[src/rtl/period_meter_pkg.sv]
// -----------------------------------------------------------------------------
// definitions
// Shared types and constants for the timer tick interface.
//   timer_frequency_t     : timer constants; a timer with constant v elapses
//                           every v+1 system clock cycles.
//   TIMER_FREQUENCY_LIST  : every timer_frequency_t member in enum order.
//   period_meter_state_t  : period_meter state machine encoding.
//   SYSTEM_CLOCK_HZ       : system clock frequency.
//   abs_diff()            : wrap-free unsigned distance between two values.
// -----------------------------------------------------------------------------
package definitions;

   localparam int unsigned SYSTEM_CLOCK_HZ = 32'd50_000_000;

   typedef enum logic [31:0] {
      TIMER_FREQUENCY_1HZ   = 32'd49_999_999,
      TIMER_FREQUENCY_10HZ  = 32'd4_999_999,
      TIMER_FREQUENCY_100HZ = 32'd499_999,
      TIMER_FREQUENCY_1KHZ  = 32'd49_999,
      TIMER_FREQUENCY_10KHZ = 32'd4_999,
      TIMER_FREQUENCY_100KHZ = 32'd499,
      TIMER_FREQUENCY_1MHZ  = 32'd49
   } timer_frequency_t;

   localparam int NUM_TIMER_FREQUENCIES = 7;

   // Enum members in declaration order; first match wins during classification.
   localparam timer_frequency_t TIMER_FREQUENCY_LIST [NUM_TIMER_FREQUENCIES] = '{
      TIMER_FREQUENCY_1HZ,
      TIMER_FREQUENCY_10HZ,
      TIMER_FREQUENCY_100HZ,
      TIMER_FREQUENCY_1KHZ,
      TIMER_FREQUENCY_10KHZ,
      TIMER_FREQUENCY_100KHZ,
      TIMER_FREQUENCY_1MHZ
   };

   typedef enum logic [1:0] {
      IDLE    = 2'd0,
      ARM     = 2'd1,
      MEASURE = 2'd2
   } period_meter_state_t;

   // Larger operand minus smaller, so the result never wraps.
   function automatic logic [31:0] abs_diff(input logic [31:0] a, input logic [31:0] b);
      logic [31:0] result;
      if (a >= b) begin
         result = a - b;
      end else begin
         result = b - a;
      end
      return result;
   endfunction

endpackage

[src/rtl/period_meter_edge_detector.sv]
// -----------------------------------------------------------------------------
// edge_detector
// Two-flop synchronizer followed by a previous-value register. rise is high
// for one cycle after the synchronized input goes from 0 to 1.
//   clock      in  : system clock
//   reset_s2_n in  : asynchronous active-low reset
//   async_in   in  : asynchronous input
//   rise       out : one-cycle rising-edge pulse (decoded from registers only)
// -----------------------------------------------------------------------------
module edge_detector (
   input  logic clock,
   input  logic reset_s2_n,
   input  logic async_in,
   output logic rise
);

   logic r_sync1;
   logic r_sync2;
   logic r_prev;

   // Synchronizer chain and previous-value register.
   always_ff @(posedge clock or negedge reset_s2_n) begin
      if (!reset_s2_n) begin
         r_sync1 <= 1'b0;
         r_sync2 <= 1'b0;
         r_prev  <= 1'b0;
      end else begin
         r_sync1 <= async_in;
         r_sync2 <= r_sync1;
         r_prev  <= r_sync2;
      end
   end

   // Decoded purely from flops, so the pulse is glitch-free and one cycle wide.
   assign rise = r_sync2 & ~r_prev;

endmodule

[src/rtl/period_meter.sv]
// -----------------------------------------------------------------------------
// period_meter
// Measures the number of system clock cycles between consecutive rising edges
// of pulse_in and classifies the result against timer_frequency_t.
//   TIMEOUT_CYCLES  : counter limit; measurement abandoned when reached
//   TOL_SHIFT       : tolerance is +/- (nominal >> TOL_SHIFT)
//   clock      in   : system clock
//   reset_s2_n in   : asynchronous active-low reset
//   enabled    in   : 1 = measuring, 0 = idle
//   pulse_in   in   : asynchronous pulse train
//   period     out  : cycles between the last two detected rising edges
//   valid      out  : one-cycle strobe when period/match/frequency update
//   match      out  : period within tolerance of a timer_frequency_t member
//   frequency  out  : matched member, held when match = 0
//   timeout    out  : no edge arrived within TIMEOUT_CYCLES
// -----------------------------------------------------------------------------
module period_meter
   import definitions::*;
#(
   parameter logic [31:0] TIMEOUT_CYCLES = 32'd550_000_000,
   parameter int unsigned TOL_SHIFT      = 32'd4
) (
   input  logic             clock,
   input  logic             reset_s2_n,
   input  logic             enabled,
   input  logic             pulse_in,
   output logic [31:0]      period,
   output logic             valid,
   output logic             match,
   output timer_frequency_t frequency,
   output logic             timeout
);

   logic                w_edge;
   logic                w_hit;
   timer_frequency_t    w_freq;
   logic [31:0]         w_nominal;

   period_meter_state_t r_state;
   logic [31:0]         r_count;
   logic [31:0]         r_period;
   logic                r_valid;
   logic                r_match;
   timer_frequency_t    r_frequency;
   logic                r_timeout;

   edge_detector u_edge_detector (
      .clock      (clock),
      .reset_s2_n (reset_s2_n),
      .async_in   (pulse_in),
      .rise       (w_edge)
   );

   // Classify the running count; the result is only captured on an edge in
   // MEASURE, where r_count is exactly the period being reported.
   always_comb begin
      w_hit     = 1'b0;
      w_freq    = TIMER_FREQUENCY_1HZ;
      w_nominal = 32'd0;
      for (int i = 0; i < NUM_TIMER_FREQUENCIES; i++) begin
         w_nominal = TIMER_FREQUENCY_LIST[i] + 32'd1;
         if (!w_hit && (abs_diff(r_count, w_nominal) <= (w_nominal >> TOL_SHIFT))) begin
            w_hit  = 1'b1;
            w_freq = TIMER_FREQUENCY_LIST[i];
         end else begin
            w_hit  = w_hit;
         end
      end
   end

   // Measurement state machine with registered outputs.
   always_ff @(posedge clock or negedge reset_s2_n) begin
      if (!reset_s2_n) begin
         r_state     <= IDLE;
         r_count     <= 32'd0;
         r_period    <= 32'd0;
         r_valid     <= 1'b0;
         r_match     <= 1'b0;
         r_frequency <= TIMER_FREQUENCY_1HZ;
         r_timeout   <= 1'b0;
      end else begin
         r_valid <= 1'b0;
         if (!enabled) begin
            // Disable wins over edges and timeouts in every state.
            r_state   <= IDLE;
            r_count   <= 32'd0;
            r_timeout <= 1'b0;
         end else begin
            case (r_state)
               IDLE: begin
                  r_count <= 32'd0;
                  r_state <= ARM;
               end
               ARM: begin
                  if (w_edge) begin
                     r_count <= 32'd1;
                     r_state <= MEASURE;
                  end else begin
                     r_count <= 32'd0;
                  end
               end
               MEASURE: begin
                  // Edge is checked before the limit so an edge exactly at
                  // the limit still reports a period.
                  if (w_edge) begin
                     r_period  <= r_count;
                     r_valid   <= 1'b1;
                     r_timeout <= 1'b0;
                     r_match   <= w_hit;
                     r_count   <= 32'd1;
                     if (w_hit) begin
                        r_frequency <= w_freq;
                     end
                  end else if (r_count == TIMEOUT_CYCLES) begin
                     r_timeout <= 1'b1;
                     r_count   <= 32'd0;
                     r_state   <= ARM;
                  end else begin
                     r_count <= r_count + 32'd1;
                  end
               end
               default: begin
                  r_state <= IDLE;
                  r_count <= 32'd0;
               end
            endcase
         end
      end
   end

   assign period    = r_period;
   assign valid     = r_valid;
   assign match     = r_match;
   assign frequency = r_frequency;
   assign timeout   = r_timeout;

endmodule
[config.mk]
export PLATFORM = sky130hd
export DESIGN_NAME = period_meter
export DESIGN_NICKNAME = d
export VERILOG_FILES = /design/src/rtl/period_meter_pkg.sv /design/src/rtl/period_meter_edge_detector.sv /design/src/rtl/period_meter.sv
export SDC_FILE = /design/constraint.sdc
export NUM_CORES = 1
export LEC_CHECK = 0
export CAP_MARGIN = 15
export CELL_PAD_IN_SITES_DETAIL_PLACEMENT = 1
export CELL_PAD_IN_SITES_GLOBAL_PLACEMENT = 1
export CORE_MARGIN = 4
export CORE_UTILIZATION = 42
export CTS_BUF_LIST = sky130_fd_sc_hd__clkbuf_4
export DETAILED_ROUTE_END_ITERATION = 10
export GPL_ROUTABILITY_DRIVEN = 0
export HOLD_SLACK_MARGIN = 0.02
export PLACE_DENSITY_LB_ADDON = 0.1
export SLEW_MARGIN = 30
export SYNTH_ARGS = -nofsm -noshare
export SYNTH_HDL_FRONTEND = slang
export SYNTH_SLANG_ARGS = --single-unit
[constraint.sdc]
create_clock -name clock -period 4.5 [get_ports clock]
set_clock_uncertainty 0.2 [all_clocks]
set_input_delay 0.9 -clock clock [delete_from_list [all_inputs] [get_ports clock]]
set_output_delay 0.9 -clock clock [all_outputs]
set_load 0.05 [all_outputs]
# Word-level counts from Yosys, hierarchy flattened
# Index checks and enable logic that the tools add are counted.
dict set report classes {
  bitwise_logic 2
  add_sub_neg 15
  mux 37
  reduce_logical 17
  order_cmp 14
  n_eq_ne 8
}
# operator count
set ops {}
lappend ops {{32-bit 2-to-1 mux} 15}
lappend ops {{32-bit case mux with 2 select lines} 1}
lappend ops {{32-bit by 1-bit adder with 32-bit output, second input constant} 1}
lappend ops {{32-bit by 30-bit == test with 1-bit output, second input constant} 1}
lappend ops {{32-bit by 13-bit >= comparator with 1-bit output, second input constant} 1}
lappend ops {{32-bit by 16-bit >= comparator with 1-bit output, second input constant} 1}
lappend ops {{32-bit by 19-bit >= comparator with 1-bit output, second input constant} 1}
lappend ops {{32-bit by 23-bit >= comparator with 1-bit output, second input constant} 1}
lappend ops {{32-bit by 26-bit >= comparator with 1-bit output, second input constant} 1}
lappend ops {{32-bit by 6-bit >= comparator with 1-bit output, second input constant} 1}
lappend ops {{32-bit by 9-bit >= comparator with 1-bit output, second input constant} 1}
lappend ops {{32-bit by 12-bit <= comparator with 1-bit output, second input constant} 1}
lappend ops {{32-bit by 15-bit <= comparator with 1-bit output, second input constant} 1}
lappend ops {{32-bit by 19-bit <= comparator with 1-bit output, second input constant} 1}
lappend ops {{32-bit by 2-bit <= comparator with 1-bit output, second input constant} 1}
lappend ops {{32-bit by 22-bit <= comparator with 1-bit output, second input constant} 1}
lappend ops {{32-bit by 5-bit <= comparator with 1-bit output, second input constant} 1}
lappend ops {{32-bit by 9-bit <= comparator with 1-bit output, second input constant} 1}
lappend ops {{13-bit by 32-bit subtractor with 32-bit output, first input constant} 1}
lappend ops {{16-bit by 32-bit subtractor with 32-bit output, first input constant} 1}
lappend ops {{19-bit by 32-bit subtractor with 32-bit output, first input constant} 1}
lappend ops {{23-bit by 32-bit subtractor with 32-bit output, first input constant} 1}
lappend ops {{26-bit by 32-bit subtractor with 32-bit output, first input constant} 1}
lappend ops {{32-bit by 13-bit subtractor with 32-bit output, second input constant} 1}
lappend ops {{other kinds (26)} 55}
dict set report totals {
  out_inout_bits 67
  elab_cells 103
  input_bits 4
  ff_bits 104
}

# Longest topological paths before layout
dict set report logic_depth {
  depth_word 23
  mapped_depth 19
  ltp_nobuf 14
}

# Hierarchy
# A second synthesis with hierarchy kept.
dict set report hier_totals {
  cells_unflattened 1713
  hier_area_um2 12260.5
}
# module instances cells_per_inst area_per_inst_um2
set modules_own_cells {}
lappend modules_own_cells {period_meter 1 1709 12171.7}
lappend modules_own_cells {edge_detector 1 4 88.8}

# Least setup slack after synthesis
# Ideal clock, no wire load.
dict set report synth_timing {
  path_type {reg-to-reg}
  from {register r_count[6]}
  to {register r_frequency[9] (netlist: frequency[9])}
  n_path_buf 4
  stages_incl_launch_ff 19
  synth_period_minus_slack_ps 4843
  t_required_ps 4179
  path_slack_ps -343
  t_arrival_ps 4522
  cell_sequence {dfrtp_1 clkbuf_1 inv_1 clkbuf_1 ha_1 clkbuf_1 a21bo_2 a211oi_1 nor2_1 nor4_1 o211ai_1 a211o_1 or4_1 nor4_2 nor3_2 nor3b_4 a21o_1 buf_6 a22o_1}
}
dict set report synth_between {
  elab_chain_len 23
  elab_cells_between_ends 61
  cone_classes {add/sub: 14; order compare: 14; mux: 20; reduce/logical: 13}
}
# item line_no
set synth_lines {}
lappend synth_lines {{start, declared} period_meter.sv:40} ;# logic [31:0] r_count;
lappend synth_lines {{start signal, assigned} period_meter.sv:119} ;# r_count <= r_count + 32'd1;
lappend synth_lines {{26-bit by 32-bit subtractor with 32-bit output (tied with other cells)} period_meter_pkg.sv:50} ;# result = b - a;
lappend synth_lines {{32-bit 2-to-1 mux} period_meter_pkg.sv:47} ;# if (a >= b) begin
lappend synth_lines {{32-bit by 22-bit <= comparator with 1-bit output} period_meter.sv:62} ;# if (!w_hit && (abs_diff(r_count, w_nominal) <= (w_nominal >> TOL_SHIFT))) begin
lappend synth_lines {{1-bit 2-to-1 mux} period_meter.sv:62}
lappend synth_lines {{1-bit zero test} period_meter.sv:62}
lappend synth_lines {{1-bit logical AND} period_meter.sv:62}
lappend synth_lines {{1-bit 2-to-1 mux} period_meter.sv:62}
lappend synth_lines {{1-bit zero test} period_meter.sv:62}
lappend synth_lines {{[7 not listed]} -}
lappend synth_lines {{1-bit 2-to-1 mux} period_meter.sv:62}
lappend synth_lines {{1-bit zero test} period_meter.sv:62}
lappend synth_lines {{1-bit logical AND} period_meter.sv:62}
lappend synth_lines {{1-bit 2-to-1 mux} period_meter.sv:62}
lappend synth_lines {{1-bit zero test} period_meter.sv:62}
lappend synth_lines {{1-bit logical AND} period_meter.sv:62}
lappend synth_lines {{1-bit 2-to-1 mux} period_meter.sv:62}
lappend synth_lines {{4-bit AND reduction (no source line)} -}
lappend synth_lines {{end signal, assigned} period_meter.sv:112} ;# r_frequency <= w_freq;
lappend synth_lines {{end, declared} period_meter.sv:44} ;# timer_frequency_t r_frequency;
# Parallel ways exist; a longest one is shown, timed or not.
# A chain may end at the register's enable or synchronous reset.

# Final worst setup path
dict set report layout_timing {
  from {register r_count[5]}
  to {register r_frequency[18] (netlist: frequency[18])}
}
# Same word-level chain as after synthesis.

==> results.toml <==
[detailed_routing]
dr.max_layer_used = "met4"
routed-wl-met2_um = 26370
wl_per_cell_um = 27.51
m1WireLength_um = 25170
wl_um = 61730
viasPerCell = 6.788
num_vias = 15230
dr.first_iter.drc_count = 1878
drc_errors = 0
detail-route-antenna-nets = 0
route.met3.wl_um = 6734
dr.pass1.iters = 5

[synth]
ys_seq_area_share_pct = 18.97
synth_area_per_cell_um2 = 7.240
yosysUniqueCellTypes = 96
synth-seq-cells = 90
synthArstFlopShare_pct = 100.0
synth_edf_count = 0
synth_warnings = 0
synthFlopType = "dfrtp_1"
synth_area_mm2 = 0.01195
synthCells = 1651

[clock_tree]
clk_path_buf_depth = 2
clock_latency_ns = 0.55
hold_buffers = 0
clk_pin_slew_ns = 0.20
clkSinkCount = 90
htreeDepth = 3
cts-root-buf = "clkbuf_4"
cts_tree = "built"
cts_made_buffers = 9

[critical_path]
worstRegToRegCells = 16
path_class = "flop to flop"
crit_path_end_kind = "flop"
r2r_slack_ns = -0.03
startpoint = "r_count[5]"
arrival_ns = 4.76
rr_endpoint = "frequency[18]"
crit_fanout = 11
cp-start-kind = "flop"
worstSetupEndpoint = "frequency[18]"
cp.required_ns = 4.74
rr_startpoint = "r_count[5]"

[floorplan]
num_io_pins = 71
die_h_um = 176.7
start_util_pct = 42.79
die_w_um = 176.7
core_mm2 = 0.02793
rows = 61
die_area_mm2 = 0.03122

[grt]
grt_pass1_wl_um = 93050
grt_pass1_vias = 14820
grt_max_degree = 70
grtUsageTotal_pct = 38.47
antenna_found_initial = 1
overflow = 0

[cells_and_area]
fin_util_pct = 53.79
nNetsFinal = 1906
syn_to_final_growth_pct = 25.70
fill_cells = 3622
drive_above_1_share_pct = 22.64
layout_commonest_cell = "buf_4"
final_cell_mix = "buf_4 (269), nand2_1 (160), nor2_1 (158)"
fin_area_mm2 = 0.01503

[timing]
fin_crit_ns = 4.528
setup_viol = 2
timing.final.ws_setup_ns = -0.02775
relSlewSlack_pct = 39.66
tns_ns = -0.05453
hold_slack_ns = 0.05951
finalHoldViolCount = 0
fmax_mhz = 220.9
tightest_slew_ns = 0.8938
drv_slew = 0
fin_crit_sh_pct = 100.6

[status]
status = "finished with violations"
violations = "negative setup slack"

[min_path]
hp-class = "primary input to asynchronous set/reset pin"

[placed_design]
portBuffers = 61
place_area_mm2 = 0.01456
dp_hpwl_um = 48510

[pwr]
powerDensity_mw_per_mm2 = 103.1
p_leak_nw = 6.121
peakVddDrop_mv = 0.1100

[run]
cap_violations = 0
[layout make-up]
cell class	count	area, µm²	area share (%)
diodes	2	5.005	0.03331
clock buffers	9	67.56	0.4497
clock inverters	7	81.33	0.5413
inverters	39	147.6	0.9826
multi-input cells	1382	9204	61.25
flip-flops and latches	90	2276	15.15
well taps	378	473.0	3.148
repair buffers	337	2771	18.44
[report_power, final]
| part | leakage [nW] | switching, W | internal (W) |
|---|---|---|---|
| sequential | 1.19 | 0.00000926 | 0.000822 |
| combinational | 4.85 | 0.000130 | 0.0000550 |
| clock | 0.0801 | 0.000397 | 0.000136 |
[what timing repair did]
item | in CTS | in global routing
setup buffers | 0 | 3
pin swaps | 0 | 5
endpoints found under the setup margin | 18 | 19
gates resized for setup | 10 | 64
[flip-flops by register name (all words and copies together), names as in the netlist]
| signal | cells |
|---|---|
| match | 1 |
| r_state | 2 |
| valid | 1 |
| u_edge_detector.r_sync1 | 1 |
| period | 32 |
| u_edge_detector.r_sync2 | 1 |
| frequency | 18 |
| timeout | 1 |
| r_count | 32 |
| u_edge_detector.r_prev | 1 |
[stage by stage]
stage,worst slack (ns),cells,total power (W)
2_1_floorplan,0.03357,1658,0.0009573
3_3_place_gp,-0.07905,2223,0.001021
3_5_place_dp,-0.1515,2223,0.001027
4_1_cts,0.03094,2239,0.001562
5_1_grt,-0.09634,2244,0.001607
6_report,-0.02775,2244,0.001550
[per-layer routing]
layer	global-route usage, %	vias to the layer above
met5	0	-
met4	17.41	0
met3	8.353	211
met2	57.69	983
met1	52.99	7513
li1	-	6525
[cells in the mapped netlist, types with 38 or more instances]
| library cell | n | area [µm²] |
|---|---|---|
| a21oi_1 | 88 | 440.4 |
| clkbuf_1 | 91 | 341.6 |
| dfrtp_1 | 78 | 1952 |
| ha_1 | 43 | 538.0 |
| nand2_1 | 161 | 604.3 |
| nand3_1 | 53 | 265.3 |
| nand4_1 | 38 | 237.7 |
| nor2_1 | 161 | 604.3 |
| nor3_1 | 49 | 245.2 |
| nor4_1 | 43 | 269.0 |
| o21ai_0 | 117 | 585.6 |
| xnor2_1 | 97 | 849.6 |
[critical path: stages (launching register included)]
cell and delay (ns):
dfrtp_1 0.45, inv_2 0.10, buf_4 0.24, ha_1 0.44, buf_4 0.25, or3b_2 0.13, mux2i_1 0.08, a2111oi_1 0.60
o221ai_1 0.19, a21oi_1 0.18, nor3_1 0.08, o31a_1 0.40, nor4_4 0.29, nor3_2 0.09, nor3b_4 0.17, a21o_2 0.27
a22o_1 0.26
[logic make-up (layout without fill, tap and decap cells)]
family	count (synthesis)	in the layout	synth area share (%)
simple gates	706	706	31.97
xor+xnor	110	110	8.059
fa+ha+maj	43	43	4.501
buf+inv	186	392	6.782
compound gates	483	483	27.02
other cells	2	11	0.06282
mux	31	31	2.648
flops	90	90	18.97
[worst min-delay path by stage]
stage / slack (ns) / from / depth (start not counted) / end
after floorplan: 0.13 / u_edge_detector.r_sync1 / 0 / u_edge_detector.r_sync2
after global placement: 0.13 / u_edge_detector.r_sync1 / 0 / u_edge_detector.r_sync2
after detailed placement: 0.17 / u_edge_detector.r_sync1 / 0 / u_edge_detector.r_sync2
after CTS: 0.05 / reset_s2_n / 1 / r_count[20]
after global routing: 0.08 / reset_s2_n / 1 / r_count[20]
final: 0.06 / reset_s2_n / 1 / r_count[26]
No activity file was read; power rests on OpenSTA's default activity.
